$ cat config.mk
export PLATFORM = sky130hd
export DESIGN_NAME = seg_scan_ctrl
export DESIGN_NICKNAME = d
export VERILOG_FILES = /design/src/rtl/seg_pkg.sv /design/src/rtl/seg_lz_mask.sv /design/src/rtl/seg_scan_ctrl.sv
export SDC_FILE = /design/constraint.sdc
export NUM_CORES = 1
export LEC_CHECK = 0
export CAP_MARGIN = 15
export CELL_PAD_IN_SITES_DETAIL_PLACEMENT = 1
export CELL_PAD_IN_SITES_GLOBAL_PLACEMENT = 1
export CORE_MARGIN = 3
export CORE_UTILIZATION = 46
export DETAILED_ROUTE_END_ITERATION = 8
export PLACE_DENSITY = 0.92
export SETUP_SLACK_MARGIN = 0.5
export SKIP_LAST_GASP = 1
export SYNTH_ARGS = -nofsm -noshare
export SYNTH_HDL_FRONTEND = slang
export SYNTH_HIERARCHICAL = 1
export SYNTH_SLANG_ARGS = --single-unit
export TNS_END_PERCENT = 50
$ cat constraint.sdc
create_clock -name clk -period 5.65 [get_ports clk]
set_clock_uncertainty 0.05 [all_clocks]
set_input_delay 1.695 -clock clk [delete_from_list [all_inputs] [get_ports clk]]
set_output_delay 1.695 -clock clk [all_outputs]
set_load 0.1 [all_outputs]
$ cat src/rtl/seg_pkg.sv
// ----------------------------------------------------------------------------
// seg_pkg
// Shared definitions for the seven-segment scan controller: decoder code
// points understood by the seven_seg decoder and the scan FSM state type.
// ----------------------------------------------------------------------------
package seg_pkg;

   // Decoder code points above the decimal digits.
   localparam logic [3:0] SEG_BLANK = 4'd10;
   localparam logic [3:0] SEG_N     = 4'd11;
   localparam logic [3:0] SEG_E     = 4'd12;
   localparam logic [3:0] SEG_P     = 4'd13;
   localparam logic [3:0] SEG_O     = 4'd14;

   // BLANK: inter-digit gap with all digits off; SHOW: one digit driven.
   typedef enum logic {
      BLANK,
      SHOW
   } state_e;

endpackage : seg_pkg

$ cat src/rtl/seg_lz_mask.sv
// ----------------------------------------------------------------------------
// seg_lz_mask
// Combinational leading-zero suppression. Starting from the most significant
// position, every position whose code and all higher codes are 0 is replaced
// by the blank code. Position 0 always passes through so a value of zero
// still shows a single "0". Any non-zero code (including 10-15) ends the run.
//
// Ports:
//   en_i     - enable suppression; when low the codes pass through untouched
//   codes_i  - DIGITS packed 4-bit codes, position 0 in bits [3:0]
//   codes_o  - codes after suppression, same packing
// ----------------------------------------------------------------------------
module seg_lz_mask
   import seg_pkg::*;
#(
   parameter int DIGITS = 4
) (
   input  logic                en_i,
   input  logic [4*DIGITS-1:0] codes_i,
   output logic [4*DIGITS-1:0] codes_o
);

   logic zero_run;

   // NOTE: combinational logic uses blocking '=' and assigns every output a
   // default first, so no path leaves a value held and no latch is inferred.
   always_comb begin
      codes_o  = codes_i;
      zero_run = 1'b1;
      for (int i = DIGITS - 1; i >= 1; i--) begin
         zero_run = zero_run & (codes_i[4*i +: 4] == 4'd0);
         if (en_i && zero_run) begin
            codes_o[4*i +: 4] = SEG_BLANK;
         end
      end
   end

endmodule : seg_lz_mask

$ cat src/rtl/seg_scan_ctrl.sv
// ----------------------------------------------------------------------------
// seg_scan_ctrl
// Time-multiplexed scan controller for a common-anode seven-segment display.
// Sequences one shared seven_seg decoder across DIGITS positions: a BLANK gap
// of BLANK_CYC clocks, then DWELL clocks of SHOW for each position in order
// 0..DIGITS-1. Codes are written into a shadow buffer and copied into the
// active buffer only on the last SHOW cycle of the last position, so a frame
// never mixes old and new data.
//
// Ports:
//   clk        - system clock, all logic on the rising edge
//   rst        - synchronous active-high reset
//   load       - one-cycle strobe, captures load_data into the shadow buffer
//   load_data  - DIGITS packed 4-bit codes, position 0 in bits [3:0]
//   lz_blank   - leading-zero suppression enable
//   pending    - shadow buffer holds data not yet committed
//   seg_number - code for the external seven_seg decoder
//   dig_sel    - active-low digit enables, at most one bit low
//   frame_tick - one-cycle pulse on the commit cycle
// ----------------------------------------------------------------------------
module seg_scan_ctrl
   import seg_pkg::*;
#(
   parameter int DIGITS    = 4,
   parameter int DWELL     = 50000,
   parameter int BLANK_CYC = 16
) (
   input  logic                clk,
   input  logic                rst,
   input  logic                load,
   input  logic [4*DIGITS-1:0] load_data,
   input  logic                lz_blank,
   output logic                pending,
   output logic [3:0]          seg_number,
   output logic [DIGITS-1:0]   dig_sel,
   output logic                frame_tick
);

   localparam int CNT_MAX = (DWELL > BLANK_CYC) ? DWELL : BLANK_CYC;
   localparam int CNT_W   = $clog2(CNT_MAX);
   localparam int IDX_W   = $clog2(DIGITS);

   localparam logic [CNT_W-1:0]    DWELL_LAST = CNT_W'(DWELL - 1);
   localparam logic [CNT_W-1:0]    BLANK_LAST = CNT_W'(BLANK_CYC - 1);
   localparam logic [IDX_W-1:0]    IDX_LAST   = IDX_W'(DIGITS - 1);
   localparam logic [4*DIGITS-1:0] ALL_BLANK  = {DIGITS{SEG_BLANK}};

   state_e              state_q, state_d;
   logic [CNT_W-1:0]    cnt_q, cnt_d;
   logic [IDX_W-1:0]    idx_q, idx_d;
   logic [4*DIGITS-1:0] active_q, active_d;
   logic [4*DIGITS-1:0] shadow_q, shadow_d;
   logic                pending_q, pending_d;
   logic [3:0]          seg_q, seg_d;
   logic [DIGITS-1:0]   dig_sel_q, dig_sel_d;
   logic                tick_q, tick_d;

   logic                commit;
   logic [4*DIGITS-1:0] shown_codes;

   seg_lz_mask #(
      .DIGITS (DIGITS)
   ) u_lz_mask (
      .en_i    (lz_blank),
      .codes_i (active_q),
      .codes_o (shown_codes)
   );

   // Last SHOW cycle of the last position closes the frame.
   assign commit = (state_q == SHOW) && (cnt_q == DWELL_LAST) && (idx_q == IDX_LAST);

   // Scan sequencing: dwell counter, state and position index.
   always_comb begin
      state_d = state_q;
      cnt_d   = cnt_q + 1'b1;
      idx_d   = idx_q;
      case (state_q)
         BLANK: begin
            if (cnt_q == BLANK_LAST) begin
               state_d = SHOW;
               cnt_d   = '0;
            end
         end
         SHOW: begin
            if (cnt_q == DWELL_LAST) begin
               state_d = BLANK;
               cnt_d   = '0;
               idx_d   = (idx_q == IDX_LAST) ? '0 : idx_q + 1'b1;
            end
         end
         default: begin
            state_d = BLANK;
            cnt_d   = '0;
         end
      endcase
   end

   // Shadow/active buffers. A load on the commit cycle still lets the commit
   // take the previous shadow value, and the fresh load keeps pending set.
   always_comb begin
      active_d  = active_q;
      shadow_d  = shadow_q;
      pending_d = pending_q;
      if (commit && pending_q) begin
         active_d  = shadow_q;
         pending_d = 1'b0;
      end
      if (load) begin
         shadow_d  = load_data;
         pending_d = 1'b1;
      end
   end

   // Registered outputs describe the state/count that will be current after
   // the edge. The code is latched on SHOW entry and held for the dwell, so
   // lz_blank changes only show up at the next digit. The enable waits one
   // cycle into SHOW to match the decoder's registered latency.
   always_comb begin
      seg_d     = seg_q;
      dig_sel_d = '1;
      tick_d    = (state_d == SHOW) && (cnt_d == DWELL_LAST) && (idx_d == IDX_LAST);
      if (state_d == BLANK) begin
         seg_d = SEG_BLANK;
      end else if (state_q == BLANK) begin
         seg_d = shown_codes[{idx_d, 2'b00} +: 4];
      end
      if ((state_d == SHOW) && (cnt_d != '0)) begin
         dig_sel_d[idx_d] = 1'b0;
      end
   end

   // NOTE: sequential state is updated with non-blocking '<=' so every
   // register samples the pre-edge values regardless of statement order.
   always_ff @(posedge clk) begin
      if (rst) begin
         state_q   <= BLANK;
         cnt_q     <= '0;
         idx_q     <= '0;
         active_q  <= ALL_BLANK;
         shadow_q  <= ALL_BLANK;
         pending_q <= 1'b0;
         seg_q     <= SEG_BLANK;
         dig_sel_q <= '1;
         tick_q    <= 1'b0;
      end else begin
         state_q   <= state_d;
         cnt_q     <= cnt_d;
         idx_q     <= idx_d;
         active_q  <= active_d;
         shadow_q  <= shadow_d;
         pending_q <= pending_d;
         seg_q     <= seg_d;
         dig_sel_q <= dig_sel_d;
         tick_q    <= tick_d;
      end
   end

   assign pending    = pending_q;
   assign seg_number = seg_q;
   assign dig_sel    = dig_sel_q;
   assign frame_tick = tick_q;

endmodule : seg_scan_ctrl

### Word level (Yosys, flattened, before mapping)

Index checks and enable logic that the tools add are counted.

* flip-flop bits (word level): 61
* output and inout bits: 10
* logic and storage cells: 58

* $add $sub $neg: 2
* $lt $le $gt $ge: 2
* equality and inequality tests: 5
* shift operators: 1
* multiplexer cells: 16
* bitwise gates (word level): 6
* reduce and logical (&&, ||, !) cells: 17

Operators by type and width (number)
* == test 16 bit (second input constant): 2
* two-way mux 16 bit: 2
* case mux 16 bit (2 select lines): 1
* adder 16 x 1 -> 16 bit (second input constant): 1
* == test 16 x 4 -> 1 bit (second input constant): 1
* nonzero test 16 bit: 1
* indexed part select 16 x 5 -> 4 bit: 1
* logical NOT 4 bit: 3
* two-way mux 4 bit: 3
* logical AND 1 bit: 10
* two-way mux 2 bit: 3
* two-way mux 1 bit: 5
* == test 2 bit (second input constant): 2
* NOT 4 bit: 1
* OR reduction 2 bit: 2
* less-than comparator 2 x 3 -> 1 bit (second input constant): 1
* NOT 1 bit: 3
* adder 2 x 1 -> 2 bit (second input constant): 1
* bitwise AND 1 bit: 2
* demux 1 bit (select 2 bit): 1
* >= comparator 2 x 1 -> 1 bit (second input constant): 1
* case mux 1 bit (2 select lines): 1
* nonzero test 2 bit: 1

### Logic depth before layout (Yosys ltp)

Gate-level depths: netlist of the first run.

* depth in word-level cells: 9
* mapped depth: 11
* gate-level depth less buffers: 7

### Hierarchy

The synthesis of the first run kept the hierarchy.

Modules (own cells, without submodules)
* seg_scan_ctrl: instances 1, cells each 324, area an instance 2840.2 µm²
* seg_lz_mask: instances 1, cells each 25, area an instance 150.1 µm²

### Worst setup path before layout of the first run

Ideal clock, no wire load.

* path type: in2reg
* start point: in lz_blank
* end point: reg seg_q[1], in the netlist seg_number[1]
* library setup time: 0.106 ns
* arrival: 2.966 ns
* slack: 2.528 ns
* stages on the path: 5
* path buffers: 1
* cell sequence: or4b_1 clkbuf_2 o41ai_1 a311oi_1 o311ai_0

* word-level cells in the longest chain between the ends: 3
* elaborated cells on any way between the ends: 7
* those cells by class: shift: 1; mux: 3; reduce/logical: 3

Ends and longest elaborated chain
* start, declared: RTL line seg_scan_ctrl.sv:32 `input logic lz_blank,`
* logical AND 1 bit: RTL line seg_lz_mask.sv:32 `if (en_i && zero_run) begin`
* two-way mux 4 bit: RTL line seg_lz_mask.sv:32
* via shown_codes[5]: RTL line seg_scan_ctrl.sv:59 `logic [4*DIGITS-1:0] shown_codes;`
* indexed part select 16 x 5 -> 4 bit: RTL line seg_scan_ctrl.sv:125 `seg_d = shown_codes[{idx_d, 2'b00} +: 4];`
* end signal, assigned: RTL line seg_scan_ctrl.sv:152 `seg_q <= seg_d;`
* end, declared: RTL line seg_scan_ctrl.sv:54 `logic [3:0] seg_q, seg_d;`

The timed path passes the listed nets, and every way through them passes these cells.
A chain may end at the register's enable or synchronous reset.

### Worst setup path after layout of the first run

* start point: reg pending_q, in the netlist pending
* end point: out pending

RTL lines
* start, declared: RTL line seg_scan_ctrl.sv:53 `logic pending_q, pending_d;`
* start signal, assigned: RTL line seg_scan_ctrl.sv:151 `pending_q <= pending_d;`
* end, declared: RTL line seg_scan_ctrl.sv:33 `output logic pending,`

No word-level cell between the ends.

==> impl_metrics.yaml, run 1 <==
run_status:
  status: "finished clean"
global_routing:
  grt_pass1_wl_mm: 13.43
  antenna_found_initial: 0
  grt_max_degree: 44
  grt_pass1_vias: 2777
  gr-total-overflow: 0
  grtUsageTotal: 0.2316
route:
  drc: 0
  routed_wl_mm: 7.977
  num_vias: 2615
  drt_iter0_markers: 175
  drt_pass1_iterations: 4
  antenna_left: 0
  routed_via_density: 5.943
  wire_per_inst_um: 18.13
critical_path:
  path_delay_family: "buffers and inverters"
  worstSetupPathType: "flip-flop to output pin"
  path_buf_inv: 1
  crit_start: "pending"
  slowest_delay_ns: 1.17
  cp_cell_sequence: "clkdlybuf4s50_1"
  crit_fanout: 4
  reg2reg_from: "cnt_q[0]"
  crit_slowest_cell: "clkdlybuf4s50_1"
  cp_data_arrival_time_ns: 1.94
  start_kind: "flip-flop"
  required_ns: 3.90
  cp-end-kind: "output pin"
timing:
  layout_setup_ws_ns: 1.964
  layout_worst_path_cycle_share: 0.6523
  setup_viol: 0
  slew_viol_final: 0
  fin_hold_ws_ns: 0.4163
  worstMarginPinSlew_ns: 1.045
  fmax_mhz: 271.3
  rsz0062_at_grt: "false"
  layout_min_cycle_time_ns: 3.686
  final_hold_viol_count: 0
  fin_tns_setup_ns: 0
  slew_headroom: 0.3009
die:
  rows: 28
  boundaryPins: 30
  core_um2: 6096
  die_h_um: 86.63
  start_util: 0.4906
  die_w_um: 86.63
  die-area_um2: 7504
yosys:
  yosys_warnings: 6
  yosys-mux-area-fraction: 0.03724
  synth_flop_cell: "dfxtp_1"
  synth_area_per_cell_um2: 8.568
  ys_ff_latch: 61
  async_flop_share: 0
  synthDistinctLibCells: 61
  synthXorXnorAreaFrac: 0.03808
  synth_top_area_share: 0.4084
  netlist_area_um2: 2990
  synth_compound_area_frac: 0.1707
  yosysMostFrequentCell: "dfxtp_1"
  synth_nets: 371
  synth-seq-area-share: 0.4084
  synthTopCellsByArea: "dfxtp_1 41%, nand2_1 5.5%, nor2_1 4.4%, mux2i_1 3.3%, xnor2_1 2.9%"
  synth_edf_count: 0
  synth.top_cells.by_count: "61 x dfxtp_1, 44 x nand2_1, 35 x nor2_1"
  yosysTopAreaCell: "dfxtp_1"
  synth_fa_ha_area_frac: 0.008368
  yosys.area_share.simple: 0.2711
  netlist_instances: 349
  synth_top_family_by_area: "simple AND/OR/NAND/NOR gates"
place:
  portBuffers: 29
  dpl.cell_count: 424
  place.gp.congestion: 0.8139
  pre_cts_slack_ns: 1.872
  hpwlAfterDp_mm: 5.374
hold_path:
  min_from: "active_q[0]"
  hp-class: "flip-flop to flip-flop"
clock_network:
  cts-resized-gates: 0
  cts_buffer_depth: 2
  post_cts_buffers: 0
  clk_pin_slew_worst_paths_ns: 0.07
  cts_buffers: 9
  cts-root-buf: "clkbuf_8"
  clock_sinks: 61
  htreeDepth: 3
  clock_latency_ns: 0.34
  hold_buffers: 0
  cts_tree: "yes"
final_layout:
  diodes: 0
  nets: 382
  utilization: 0.5651
  syn_to_final_growth_pct: 15.19
  layout-drive-gt1-share: 0.07123
  stdcell_count: 440
flow_run:
  maxCapViolCount: 0
power:
  p_leak_nw: 1.297
  power_density_nw_per_um2: 273.7
  ir_drop_v: 0.0001624
layer usage:
metal | vias up | part of all wire | track usage | wire length, um
met5 | - | 0 | 0 | 0
met3 | 6 | 0.042 | 0.06844 | 338
met2 | 70 | 0.52 | 0.4110 | 4181
met4 | 0 | 0.010 | 0.09348 | 83
li1 | 1246 | - | - | -
met1 | 1293 | 0.42 | 0.2576 | 3374
logic make-up after synthesis:
| group | Yosys count |
|---|---|
| AND/OR/NAND/NOR | 158 |
| multiplexers | 11 |
| XOR/XNOR | 13 |
| flip-flops | 61 |
| buffers and inverters | 39 |
| AO/OA/AOI/OAI | 65 |
| adder cells (fa/ha/maj) | 2 |
through the flow:
| step | total power [mW] | instance area (um2) |
|---|---|---|
| floorplan | 0.4872 | 2990 |
| global placement | 0.5075 | 3218 |
| detailed placement | 0.5100 | 3218 |
| CTS | 0.9536 | 3445 |
| global route | 0.9796 | 3445 |
| finish | 0.9427 | 3445 |
cell type report:
type / count / area, um2
multi-input combinational: 249 / 1572
sequential: 61 / 1221
clock inverter: 3 / 67.56
fill: 723 / 2651
tap: 75 / 93.84
timing repair buffer: 30 / 297.8
inverter: 9 / 33.78
clock buffer: 13 / 158.9
registers in the layout, indices dropped and copies added, names as in the netlist:
name	cells
active_q	16
state_q	1
cnt_q	16
seg_number	4
frame_tick	1
idx_q	2
pending	1
shadow_q	16
dig_sel	4
final timing paths:
| check | end | slack (ns) | cells after the start |
|---|---|---|---|
| setup / recovery | pending | 1.96 | 1 |
| hold / removal | active_q[0] | 0.42 | 2 |
| setup reg to reg | active_q[14] | 3.04 | 7 |
| hold reg to reg | active_q[0] | 0.42 | 2 |
where the power goes:
part           switching [mW]  total [mW]  internal, mW
logic                  0.0255      0.0536        0.0281
registers             0.00758       0.447         0.440
clock network           0.169       0.442         0.273
total                   0.202       0.943         0.741
cells in the final DEF (no fill, tap or decap), drive strengths merged, types with 6 or more instances in the layout:
cell and instances:
and3 11, a211o 8, clkdlybuf4s50 29, inv 9, dfxtp 61, nand3b 8, xnor2 10, nor2 35
nor2b 11, nand2 44, clkbuf 13, a21oi 15, mux2i 10, o21ai 10, nor3 6, nand3 14
Note: power is estimated with default switching activity, not from simulation.
==> inputs of run 2 (changes only) <==
Settings changed: CORE_UTILIZATION 46 to 43, PLACE_DENSITY 0.92 to 0.87.
Clock period 5.65 ns to 3.4 ns, I/O delays scaled along.
==> run 2 against run 1 <==
  * Final area shrank 0.25%
  * Sequential cell count unchanged
  * Non-clock buffer count rose by 1
  * Count of clock-buffer cells in the layout shrank 1
  * Combinational power rose by 65%
  * Critical path type is now primary input to flip-flop
  * Largest cell class unchanged
==> impl_metrics.yaml, run 2 (same netlist as run 1, synthesis figures left out) <==
die:
  core_um2: 6531
  start_util: 0.4579
  die-area_um2: 7991
  die_w_um: 89.39
  rows: 29
  die_h_um: 89.39
  boundaryPins: 30
global_routing:
  grt_max_degree: 37
  antenna_found_initial: 0
  grt_pass1_vias: 2474
  gr-total-overflow: 0
  grt_pass1_wl_mm: 11.94
  grtUsageTotal: 0.1976
critical_path:
  cp_data_arrival_time_ns: 2.96
  cp-end-kind: "flip-flop"
  crit_fanout: 6
  start_kind: "primary input"
  worstSetupPathType: "primary input to flip-flop"
  reg2reg_depth: 7
  required_ns: 3.58
timing:
  slew_viol_final: 0
  rsz0062_at_grt: "false"
  slew_headroom: 0.5813
  layout_worst_path_cycle_share: 0.8173
  fin_tns_setup_ns: 0
  fmax_mhz: 359.9
  setup_viol: 0
  final_hold_viol_count: 0
  worstMarginPinSlew_ns: 0.6263
  layout_min_cycle_time_ns: 2.779
route:
  antenna_left: 0
  routed_wl_mm: 7.152
  num_vias: 2493
  routed_via_density: 5.640
  drc: 0
  drt_pass1_iterations: 4
  wire_per_inst_um: 16.18
  drt_iter0_markers: 134
final_layout:
  utilization: 0.5261
  layout_common_cells: "61 x dfxtp_1, 44 x nand2_1, 35 x nor2_1, 19 x clkdlybuf4s50_1, 15 x a21oi_1"
  syn_to_final_growth_pct: 14.90
  layout-drive-gt1-share: 0.1041
  diodes: 0
  top_regs: "active_q (16), cnt_q (16), shadow_q (16)"
  final_common_cell: "dfxtp_1"
  nets: 383
clock_network:
  cts_tree: "yes"
  htreeDepth: 3
  cts_buffer_depth: 2
  post_cts_buffers: 0
  hold_buffers: 0
  clock_sinks: 61
  clock_latency_ns: 0.35
  clk_pin_slew_worst_paths_ns: 0.07
  cts_buffers: 9
  cts-root-buf: "clkbuf_8"
  cts-resized-gates: 0
power:
  power_density_nw_per_um2: 459.7
  power_mw: 1.579
  p_leak_nw: 1.312
  ir_drop_v: 0.0001723
flow_run:
  maxCapViolCount: 0
hold_path:
  holdPathStages: 2
  hp-class: "flip-flop to flip-flop"
place:
  hpwlAfterDp_mm: 5.252
  portBuffers: 29
  place.gp.congestion: 0.8066
run_status:
  status: "finished clean"
-- run 2: cell count changes in the layout (fill, tap and decap cells not counted) --
cell / delta
buf_4: +11
clkdlybuf4s50_1: -10
clkbuf_1: -2
clkbuf_8: +1
-- run 2: area by class of cell --
| type | count | area, um2 |
|---|---|---|
| multi-input combinational | 249 | 1572 |
| clock inverter | 3 | 67.56 |
| tap | 77 | 96.34 |
| timing repair buffer | 31 | 280.3 |
| clock buffer | 12 | 165.2 |
| fill | 780 | 3095 |
| sequential | 61 | 1221 |
| inverter | 9 | 33.78 |
-- run 2: routing by layer --
layer / up-vias / track usage / routed length (um)
li1: 1254 / - / -
met1: 1173 / 0.2412 / 3184
met3: 13 / 0.03594 / 303
met5: - / 0 / 0
met2: 53 / 0.3289 / 3493
met4: 0 / 0.1055 / 170
-- run 2: path summary, 6_finish.rpt --
kind / slack, ns / startpoint / to
worst max register to register: 0.85 / cnt_q[0] / active_q[1]
worst min register to register: 0.41 / active_q[2] / active_q[2]
worst max-delay path: 0.62 / lz_blank / seg_number[3]
worst min-delay path: 0.41 / active_q[2] / active_q[2]
-- run 2: stage by stage --
step                      worst slack [ns]  instances  area (um2)  hold WS, ns
final                               0.6211        442        3436       0.4078
after global placement              0.3974        427        3203       0.3930
after floorplan                     0.9525        349        2990       0.3796
after CTS                           0.6352        442        3436       0.4101
after global routing                0.5249        442        3436       0.4321
after detailed placement            0.2664        427        3203       0.4008
-- run 2: power breakdown --
part	switching, mW	internal (mW)
clock network	0.280	0.469
registers	0.0114	0.731
logic	0.0417	0.0466
-- run 2: worst max-delay path, cell delays in order --
cell	delay, ns
clkdlybuf4s50_1	0.47
or4b_1	0.56
o41ai_1	0.45
a311oi_1	0.14
o311ai_0	0.32
==> inputs of run 3 (changes only) <==
Settings changed: CORE_UTILIZATION 43 to 39, PLACE_DENSITY 0.87 to 0.84.
Clock period 3.4 ns to 2.26 ns, I/O delays scaled along.
==> run 3 against run 2 <==
  * Power grew 47%
  * Non-clock buffer count grew 45
  * Highest routed layer unchanged
  * Count of clock-buffer cells in the layout shrank 2
  * Critical path type is now flip-flop to flip-flop
  * Final area grew 21%
  * Largest cell class unchanged
==> impl_metrics.yaml, run 3 (same netlist as run 1, synthesis figures left out) <==
place:
  pre_cts_slack_ns: -0.4234
  hpwlAfterDp_mm: 5.768
  dpl.cell_count: 463
  place_area_um2: 3436
  portBuffers: 29
  place.gp.congestion: 0.8794
clock_network:
  hold_buffers: 0
  clk_pin_slew_worst_paths_ns: 0.08
  clock_sinks: 61
  cts_buffer_depth: 2
  clock_latency_ns: 0.36
  cts_buffers: 9
  htreeDepth: 3
  cts-root-buf: "clkbuf_8"
  cts_tree: "yes"
final_layout:
  final_common_cell: "dfxtp_1"
  fin_area_um2: 4161
  layout_common_cells: "47 x dfxtp_1, 45 x buf_4, 43 x nand2_1, 33 x nor2_1, 18 x clkdlybuf4s50_1"
  diodes: 0
  register_area_um2: 1261
  stdcell_count: 511
  syn_to_final_growth_pct: 39.16
  fillers: 831
  nets: 429
  top_regs: "active_q (16), cnt_q (16), shadow_q (16)"
  utilization: 0.5677
  layout-drive-gt1-share: 0.3277
  multi_input_area_um2: 1853
route:
  drt_iter0_markers: 124
  routed_wl_mm: 10.21
  drt_pass1_iterations: 4
  num_vias: 2915
  wire_per_inst_um: 19.98
  drc: 0
  routed_via_density: 5.705
  antenna_left: 0
global_routing:
  gr-total-overflow: 0
  grt_pass1_wl_mm: 14.75
  grt_max_degree: 26
  grt_pass1_vias: 2963
  grtUsageTotal: 0.2157
  antenna_found_initial: 0
power:
  power_mw: 2.316
  power_density_nw_per_um2: 556.4
  ir_drop_v: 0.0003465
  p_leak_nw: 1.652
critical_path:
  slowest_delay_ns: 0.39
  required_ns: 2.44
  crit_fanout: 6
  cp_cell_sequence: "nor4_4 > and3_4 > and2_4 > mux2i_2 > a221oi_1 > a2111oi_2"
  worstSetupPathType: "flip-flop to flip-flop"
  crit_slowest_cell: "a2111oi_2"
  start_kind: "flip-flop"
  cp_data_arrival_time_ns: 2.42
  cp-end-kind: "flip-flop"
timing:
  slew_viol_final: 0
  setup_viol: 0
  final_hold_viol_count: 0
  rsz0062_at_grt: "true"
  layout_worst_path_cycle_share: 0.9906
  slew_headroom: 0.7145
  worstMarginPinSlew_ns: 0.4282
  fin_tns_setup_ns: 0
  layout_min_cycle_time_ns: 2.239
  fmax_mhz: 446.7
  layout_setup_ws_ns: 0.02123
  fin_hold_ws_ns: 0.4133
die:
  rows: 31
  boundaryPins: 30
  core_um2: 7331
  die_w_um: 93.57
  die_h_um: 93.57
  die-area_um2: 8754
  start_util: 0.4079
run_status:
  status: "finished clean"
hold_path:
  hp-class: "flip-flop to flip-flop"
flow_run:
  maxCapViolCount: 0
run 3: path summary, 6_finish.rpt:
kind / start / end / slack [ns] / cells after the start
hold reg to reg: shadow_q[2] / active_q[2] / 0.41 / 2
setup / recovery: cnt_q[7] / seg_number[0] / 0.02 / 6
setup reg to reg: cnt_q[7] / seg_number[0] / 0.02 / 6
hold / removal: shadow_q[2] / active_q[2] / 0.41 / 2
run 3: where the power goes:
part / leakage [nW] / switching, mW / total, mW / internal (mW)
registers: 0.506 / 0.0206 / 1.11 / 1.09
clock network: 0.103 / 0.485 / 1.03 / 0.547
logic: 1.04 / 0.0767 / 0.173 / 0.0961
run 3: final cells by class:
cell class,count,share of cell area
multi-input cells,250,0.4453
inverters,9,0.008118
well taps,99,0.02977
flip-flops and latches,61,0.3031
clock buffers,10,0.03307
repair buffers,76,0.1639
clock inverters,6,0.01684
run 3: per-layer routing:
| layer | wire [um] | track usage |
|---|---|---|
| met2 | 5283 | 0.3842 |
| met3 | 502 | 0.04907 |
| met4 | 376 | 0.09025 |
| met5 | 0 | 0 |
| met1 | 4046 | 0.2466 |
run 3: worst max-delay path: cells and delay by family, from the launching register on:
| family | cells | cell delay (ns) |
|---|---|---|
| DFF | 1 | 0.37 |
| AOI/OAI and AO/OA | 2 | 0.55 |
| and+or+nand+nor | 3 | 0.87 |
| muxes | 1 | 0.27 |
run 3: repair_timing:
| item | 4_1_cts | 5_1_grt |
|---|---|---|
| setup endpoints to repair | 40 | 42 |
| pin swaps | 25 | 17 |
| buffers inserted | 20 | 9 |
| resized for setup | 49 | 22 |
| cloned | 2 | 1 |
